$ cat config.mk
export PLATFORM = sky130hd
export DESIGN_NAME = jtag_scan_master
export DESIGN_NICKNAME = d
export VERILOG_FILES = /design/src/rtl/jtag_master_pkg.sv /design/src/rtl/jtag_tck_gen.sv /design/src/rtl/jtag_scan_master.sv
export SDC_FILE = /design/constraint.sdc
export NUM_CORES = 1
export LEC_CHECK = 0
export ABC_AREA = 1
export ABC_CLOCK_PERIOD_IN_PS = 1730
export BUFFER_PORTS_ARGS = -buffer_cell sky130_fd_sc_hd__buf_4
export CORE_MARGIN = 3
export CORE_UTILIZATION = 55
export CTS_BUF_LIST = sky130_fd_sc_hd__clkbuf_8
export DETAILED_ROUTE_END_ITERATION = 10
export PLACE_DENSITY = 0.79
export RECOVER_POWER = 50
export SYNTH_ARGS = -nofsm -noshare
export SYNTH_HDL_FRONTEND = slang
export SYNTH_SLANG_ARGS = --single-unit
$ cat constraint.sdc
create_clock -name clk -period 1.73 [get_ports clk]
set_input_delay 0.0865 -clock clk [delete_from_list [all_inputs] [get_ports clk]]
set_output_delay 0.0865 -clock clk [all_outputs]
set_load 0.1 [all_outputs]
$ cat src/rtl/jtag_master_pkg.sv
// Shared constants and encodings for the JTAG scan master.
package jtag_master_pkg;

  localparam int unsigned JTAG_MAX_LEN = 64;
  localparam int unsigned JTAG_LEN_W   = 7;
  localparam int unsigned TLR_PERIODS  = 6;

  typedef enum logic [1:0] {
    CMD_DR  = 2'd0,
    CMD_IR  = 2'd1,
    CMD_RST = 2'd2,
    CMD_RSV = 2'd3
  } jtag_cmd_e;

  // Each non-idle state names the TAP state the target occupies during that TCK period.
  typedef enum logic [3:0] {
    ST_IDLE,
    ST_TLR,
    ST_RTI,
    ST_SEL_DR,
    ST_SEL_IR,
    ST_CAPTURE,
    ST_SHIFT,
    ST_EXIT1,
    ST_UPDATE
  } jtag_state_e;

endpackage

$ cat src/rtl/jtag_tck_gen.sv
// TCK divider: alternating fall/rise ticks every TCK_HALF clks while enabled; TCK low when idle.
module jtag_tck_gen #(
  parameter int unsigned TCK_HALF = 2
) (
  input  logic clk,
  input  logic rst_n,
  input  logic i_en,
  output logic o_tck,
  output logic o_fall,
  output logic o_rise
);

  localparam logic [7:0] LAST = 8'(TCK_HALF - 1);

  logic [7:0] r_cnt;
  logic       r_phase;
  logic       r_tck;
  logic       w_tick;

  assign w_tick = i_en && (r_cnt == LAST);

  always_ff @(posedge clk or negedge rst_n) begin
    if (!rst_n) begin
      r_cnt   <= '0;
      r_phase <= 1'b0;
      r_tck   <= 1'b0;
    end else if (!i_en) begin
      r_cnt   <= '0;
      r_phase <= 1'b0;
      r_tck   <= 1'b0;
    end else if (w_tick) begin
      r_cnt   <= '0;
      r_phase <= !r_phase;
      r_tck   <= r_phase;
    end else begin
      r_cnt <= r_cnt + 1'b1;
    end
  end

  assign o_fall = w_tick && !r_phase;
  assign o_rise = w_tick && r_phase;
  assign o_tck  = r_tck;

endmodule

$ cat src/rtl/jtag_scan_master.sv
// JTAG scan master: DR/IR scans and TAP reset driven over TCK/TMS/TDI, TDO captured LSB first.
module jtag_scan_master
  import jtag_master_pkg::*;
#(
  parameter int unsigned TCK_HALF = 2,
  parameter int unsigned MAX_LEN  = JTAG_MAX_LEN
) (
  input  logic                  clk,
  input  logic                  rst_n,
  input  logic                  start,
  input  logic [1:0]            cmd,
  input  logic [JTAG_LEN_W-1:0] len,
  input  logic [MAX_LEN-1:0]    data_in,
  output logic                  busy,
  output logic                  done,
  output logic [MAX_LEN-1:0]    data_out,
  output logic                  tck,
  output logic                  tms,
  output logic                  tdi,
  input  logic                  tdo
);

  localparam int unsigned IDX_W = (MAX_LEN > 1) ? $clog2(MAX_LEN) : 1;

  jtag_state_e        r_state, w_next;
  logic               r_boot, r_ir, r_done, r_tms, r_tdi;
  logic [IDX_W-1:0]   r_bit, r_last;
  logic [2:0]         r_tlr;
  logic [MAX_LEN-1:0] r_din, r_dout;
  logic               w_busy, w_fall, w_rise, w_accept, w_accept_rst;
  logic               w_tms, w_tdi, w_shift_last, w_tlr_last, w_end;

  jtag_tck_gen #(.TCK_HALF(TCK_HALF)) u_tck_gen (
    .clk    (clk),
    .rst_n  (rst_n),
    .i_en   (w_busy),
    .o_tck  (tck),
    .o_fall (w_fall),
    .o_rise (w_rise)
  );

  // r_boot forces a TAP reset as the first command after every reset release.
  assign w_busy       = (r_state != ST_IDLE);
  assign w_accept_rst = r_boot || cmd[1];
  assign w_accept     = !w_busy && (r_boot || (start && (cmd[1] || (len != '0))));
  assign w_shift_last = (r_bit == r_last);
  assign w_tlr_last   = (r_tlr == 3'(TLR_PERIODS - 1));
  assign w_end        = w_rise && (((r_state == ST_TLR) && w_tlr_last) || (r_state == ST_UPDATE));

  always_ff @(posedge clk or negedge rst_n) begin
    if (!rst_n) r_state <= ST_IDLE;
    else        r_state <= w_next;
  end

  // States advance on rise ticks; the TMS/TDI chosen here are registered on the next fall tick.
  always_comb begin
    w_next = r_state;
    w_tms  = 1'b0;
    w_tdi  = 1'b0;
    case (r_state)
      ST_IDLE:    if (w_accept) w_next = w_accept_rst ? ST_TLR : ST_RTI;
      ST_TLR: begin
        w_tms = !w_tlr_last;
        if (w_rise && w_tlr_last) w_next = ST_IDLE;
      end
      ST_RTI: begin
        w_tms = 1'b1;
        if (w_rise) w_next = ST_SEL_DR;
      end
      ST_SEL_DR: begin
        w_tms = r_ir;
        if (w_rise) w_next = r_ir ? ST_SEL_IR : ST_CAPTURE;
      end
      ST_SEL_IR:  if (w_rise) w_next = ST_CAPTURE;
      ST_CAPTURE: if (w_rise) w_next = ST_SHIFT;
      ST_SHIFT: begin
        w_tms = w_shift_last;
        w_tdi = r_din[r_bit];
        if (w_rise && w_shift_last) w_next = ST_EXIT1;
      end
      ST_EXIT1: begin
        w_tms = 1'b1;
        if (w_rise) w_next = ST_UPDATE;
      end
      ST_UPDATE:  if (w_rise) w_next = ST_IDLE;
      default:    w_next = ST_IDLE;
    endcase
  end

  always_ff @(posedge clk or negedge rst_n) begin
    if (!rst_n) begin
      r_boot <= 1'b1;
      r_ir   <= 1'b0;
      r_done <= 1'b0;
      r_tms  <= 1'b1;
      r_tdi  <= 1'b0;
      r_bit  <= '0;
      r_last <= '0;
      r_tlr  <= '0;
      r_din  <= '0;
      r_dout <= '0;
    end else begin
      r_done <= w_end;
      if (w_accept) begin
        r_boot <= 1'b0;
        r_ir   <= !w_accept_rst && (cmd == CMD_IR);
        r_last <= IDX_W'(len - 1'b1);
        r_din  <= data_in;
        r_dout <= '0;
        r_bit  <= '0;
        r_tlr  <= '0;
      end
      if (w_fall) begin
        r_tms <= w_tms;
        r_tdi <= w_tdi;
      end
      if (w_end) begin
        r_tms <= 1'b0;
        r_tdi <= 1'b0;
      end
      if (w_rise) begin
        if (r_state == ST_TLR) r_tlr <= r_tlr + 1'b1;
        if (r_state == ST_SHIFT) begin
          r_dout[r_bit] <= tdo;
          r_bit         <= r_bit + 1'b1;
        end
      end
    end
  end

  assign busy     = w_busy;
  assign done     = r_done;
  assign data_out = r_dout;
  assign tms      = r_tms;
  assign tdi      = r_tdi;

endmodule

==> impl_metrics.env <==
export IMPL_start_kind="flip-flop"
export IMPL_report_final_hold_viol_count=0
export IMPL_drt_drc_violations_left=0
export IMPL_timing_final_max_slew_violations=0
export IMPL_final_layout_size_suffix_gt1_frac=0.324
export IMPL_total_power_mw=13.6
export IMPL_detail_route_vias_per_cell=6.00
export IMPL_min_period_ns=2.01
export IMPL_route_detailed_wl_per_inst_um=20.7
export IMPL_place_congestion=0.878
export IMPL_worst_r2r_setup_slack_ns=-0.28
export IMPL_ff2ff_path_depth=8
export IMPL_finalNonFillerCells=1466
export IMPL_reg2reg_from="u_tck_gen.r_cnt[6]$_DFF_PN0_"
export IMPL_dr_first_iter_drc_count=1092
export IMPL_synth_top_area_frac=0.498
export IMPL_standard_cell_core_area_um2=14100
export IMPL_num_antenna_cells=0
export IMPL_power_density_cells_nw_per_um2=1140
export IMPL_antenna_violating_nets_post_route=0
export IMPL_chipHeight_um=127
export IMPL_horiz_die_dim_um=127
export IMPL_synthesized_instance_count=993
export IMPL_grt_start_max_net_pins=81
export IMPL_fp_dieArea_um2=16100
export IMPL_antenna_violations_before_repair=0
export IMPL_fraction_of_met1_tracks_used_by_global_routing=0.392
export IMPL_syn_area_um2=8040
export IMPL_postLayoutCellArea_um2=12000
export IMPL_route_vias_total=8802
export IMPL_number_of_ports_placed_on_the_die_boundary=146
export IMPL_final_nets=1357
export IMPL_clock_insertion_delay_worst_skew_ns=0.50
export IMPL_cts_inserted_buffers=17
export IMPL_critical_path_required_ns=2.06
export IMPL_cts_max_level=4
export IMPL_maxCapViolations=0
export IMPL_synth_yosys_seq_area_share=0.505
export IMPL_synth_avg_cell_area_um2=8.10
export IMPL_grt_pass1_wl_um=40200
export IMPL_cts_reportedPaths_clkPinSlew_ns=0.10
export IMPL_maximum_number_of_buffers_from_clock_root_to_sink=2
export IMPL_postSynthRegisterBits=162
export IMPL_critPathSlowestCell="sky130_fd_sc_hd__o21ai_0"
export IMPL_timing_final_crit_share=1.16
export IMPL_endpoint_kind="flip-flop"
export IMPL_numPlacedInstances=1327
export IMPL_timing_critical_path_to="data_out[31]$_DFF_PN0_"
export IMPL_initial_utilization=0.570
export IMPL_grt_overflow_total=0
export IMPL_rsz_0062_raised_after_global_routing="true"
export IMPL_netlist_cell_type_count=38
export IMPL_worst_clock_skew_ns=0.0291
export IMPL_finish_utilization=0.850
export IMPL_clockRootBuffer="sky130_fd_sc_hd__clkbuf_8"
export IMPL_routed_wirelength_um=30300
export IMPL_tritoncts="yes"
export IMPL_max_slew_headroom=0.0471
export IMPL_port_buffer_count=145
export IMPL_yosysTopAreaCell="sky130_fd_sc_hd__dfrtp_1"
export IMPL_std_cell_rows=43
export IMPL_postPlaceCellArea_um2=9660
export IMPL_r2r_end="data_out[31]$_DFF_PN0_"
export IMPL_mappedNetlistNets=1077
export IMPL_all_layer_gr_usage=0.315
export IMPL_final_setup_tns_ns=-6.31
export IMPL_global_route_usage_met2=0.518
export IMPL_ir_worst_vdd_mv=0.787
export IMPL_final_setup_viol_count=68
export IMPL_total_leakage_power_nw=5.59
export IMPL_setup_worst_path_class="flip-flop to flip-flop"
export IMPL_crit_start="u_tck_gen.r_cnt[6]$_DFF_PN0_"
export IMPL_max_freq_mhz=497
export IMPL_mostFrequentLayoutCells="218 x sky130_fd_sc_hd__nand2_1, 201 x sky130_fd_sc_hd__buf_4, 157 x sky130_fd_sc_hd__dfrtp_1"
export IMPL_worst_slew_pin_slew_ns=1.43
export IMPL_area_delta_synth_final_pct=49.1
export IMPL_place_hpwl_um=14600
export IMPL_cp_max_fo=5
export IMPL_critPathArrivalTime_ns=2.34
export IMPL_globalRouteMet3Util=0.0741
export IMPL_layout_setup_ws_ns=-0.282
export IMPL_critical_path_max_stage_delay_ns=0.44
export IMPL_min_path_type="primary input to flip-flop"
export IMPL_outcome="finished with violations"
export IMPL_drt_pass1_iter_count=9
export IMPL_yosys_warnings=0
export IMPL_mostFrequentLayoutCell="sky130_fd_sc_hd__nand2_1"
export IMPL_violations="negative setup slack"
export IMPL_via_count_of_the_first_global_routing_pass=8054
export IMPL_globalRoute_busiestLayer="met2"
export IMPL_netlist_top_cells_area="sky130_fd_sc_hd__dfrtp_1 50%, sky130_fd_sc_hd__nand2_1 10%, sky130_fd_sc_hd__nand3_1 10%"
export IMPL_sink_count_of_the_clock_tree=162
export IMPL_path_cells="nor3_2 -> nand4_1 -> buf_4 -> nor2_4 -> nand3_4 -> inv_1 -> nand2_1 -> o21ai_0"
## cell usage after synthesis
library cell	number
sky130_fd_sc_hd__a2111oi_0	1
sky130_fd_sc_hd__a21o_1	1
sky130_fd_sc_hd__a21oi_1	4
sky130_fd_sc_hd__a31oi_1	2
sky130_fd_sc_hd__buf_1	6
sky130_fd_sc_hd__buf_2	13
sky130_fd_sc_hd__buf_4	10
sky130_fd_sc_hd__buf_6	7
sky130_fd_sc_hd__clkbuf_1	13
sky130_fd_sc_hd__dfrtp_1	160
sky130_fd_sc_hd__dfstp_2	2
sky130_fd_sc_hd__ha_1	7
sky130_fd_sc_hd__inv_1	103
sky130_fd_sc_hd__inv_2	7
sky130_fd_sc_hd__inv_4	1
sky130_fd_sc_hd__nand2_1	224
sky130_fd_sc_hd__nand2_2	7
sky130_fd_sc_hd__nand2_4	1
sky130_fd_sc_hd__nand3_1	168
sky130_fd_sc_hd__nand3b_1	2
sky130_fd_sc_hd__nand4_1	8
sky130_fd_sc_hd__nor2_1	55
sky130_fd_sc_hd__nor2_2	5
sky130_fd_sc_hd__nor2_4	4
sky130_fd_sc_hd__nor3_1	5
sky130_fd_sc_hd__nor3_2	3
sky130_fd_sc_hd__nor3_4	4
sky130_fd_sc_hd__nor3b_1	1
sky130_fd_sc_hd__nor4_4	2
sky130_fd_sc_hd__o2111ai_1	1
sky130_fd_sc_hd__o211ai_1	1
sky130_fd_sc_hd__o21ai_0	92
sky130_fd_sc_hd__o21ai_1	61
sky130_fd_sc_hd__o21bai_1	1
sky130_fd_sc_hd__o31ai_1	1
sky130_fd_sc_hd__or2_2	1
sky130_fd_sc_hd__xnor2_1	2
sky130_fd_sc_hd__xor2_1	7
## critical path: cells and delay by family, from the launching register on
kind	cells	cell delay [ns]
AND/OR/NAND/NOR	5	0.71
AO/OA/AOI/OAI	1	0.44
flip-flops	1	0.41
buffers and inverters	2	0.32
## metal layers
metal  wire (um)  vias to the layer above  part of all wire
met5           0                        -                 0
met4        1950                        0             0.064
met3        2930                      173             0.097
met2       14900                      645              0.49
met1       10600                     4164              0.35
li1            -                     3820                 -
## how the worst min path moves through the flow
stage                      from                endpoint  slack (ns)  cells after the start
after floorplan           rst_n   data_out[0]$_DFF_PN0_       -0.21                      0
after global placement    rst_n  data_out[50]$_DFF_PN0_        0.08                      1
after detailed placement  rst_n  data_out[50]$_DFF_PN0_        0.08                      1
after CTS                 rst_n  data_out[50]$_DFF_PN0_        0.14                      2
after global routing      start  r_state[1]$_DFFE_PN0P_        0.23                      7
final                     start  r_state[1]$_DFFE_PN0P_        0.21                      7
## timing repair
action | 4_1_cts | 5_1_grt
gates resized for setup | 28 | 133
hold endpoints to repair | 184 | 0
setup buffers | 6 | 16
pin swaps | 4 | 15
setup endpoints to repair | 49 | 115
cloned | 4 | 7
hold buffers | 74 | 0
## layout make-up
cell class | count | area, um2
Fill cell | 704 | 2110
Clock inverter | 12 | 155
Sequential cell | 162 | 4060
Inverter | 111 | 438
Timing Repair Buffer | 310 | 2930
Clock buffer | 20 | 275
Multi-Input combinational cell | 671 | 3900
Tap cell | 180 | 225
## metrics by stage
stage / worst slack (ns) / hold slack, ns
detailed placement: -0.0651 / 0.0767
finish: -0.282 / 0.211
global placement: -0.0610 / 0.0767
floorplan: -0.138 / -0.209
CTS: -0.0704 / 0.144
global route: -0.331 / 0.235
## report_power, final
part / leakage [nW] / internal, mW / total [mW] / switching [mW]
Sequential: 2.13 / 4.69 / 5.07 / 0.378
Clock: 0.215 / 1.55 / 3.10 / 1.56
Combinational: 3.25 / 2.08 / 5.44 / 3.37
## flip-flops by register name (all words and copies together), names as in the netlist
| register | count |
|---|---|
| r_boot | 1 |
| r_ir | 1 |
| done | 1 |
| u_tck_gen.r_cnt | 8 |
| r_state | 4 |
| r_last | 6 |
| tms | 1 |
| tdi | 1 |
| data_out | 64 |
| r_tlr | 3 |
| r_bit | 6 |
| u_tck_gen.r_phase | 1 |
| u_tck_gen.o_tck | 1 |
| r_din | 64 |
## logic make-up after synthesis
family                   Yosys count  synth area share
AND/OR/NAND/NOR                  490             0.281
AO/OA/AOI/OAI                    165             0.105
flip-flops                       162             0.505
buffers and inverters            160            0.0883
XOR/XNOR                           9           0.00981
adder cells (fa/ha/maj)            7            0.0109
Power figures use the tool's default switching activity.
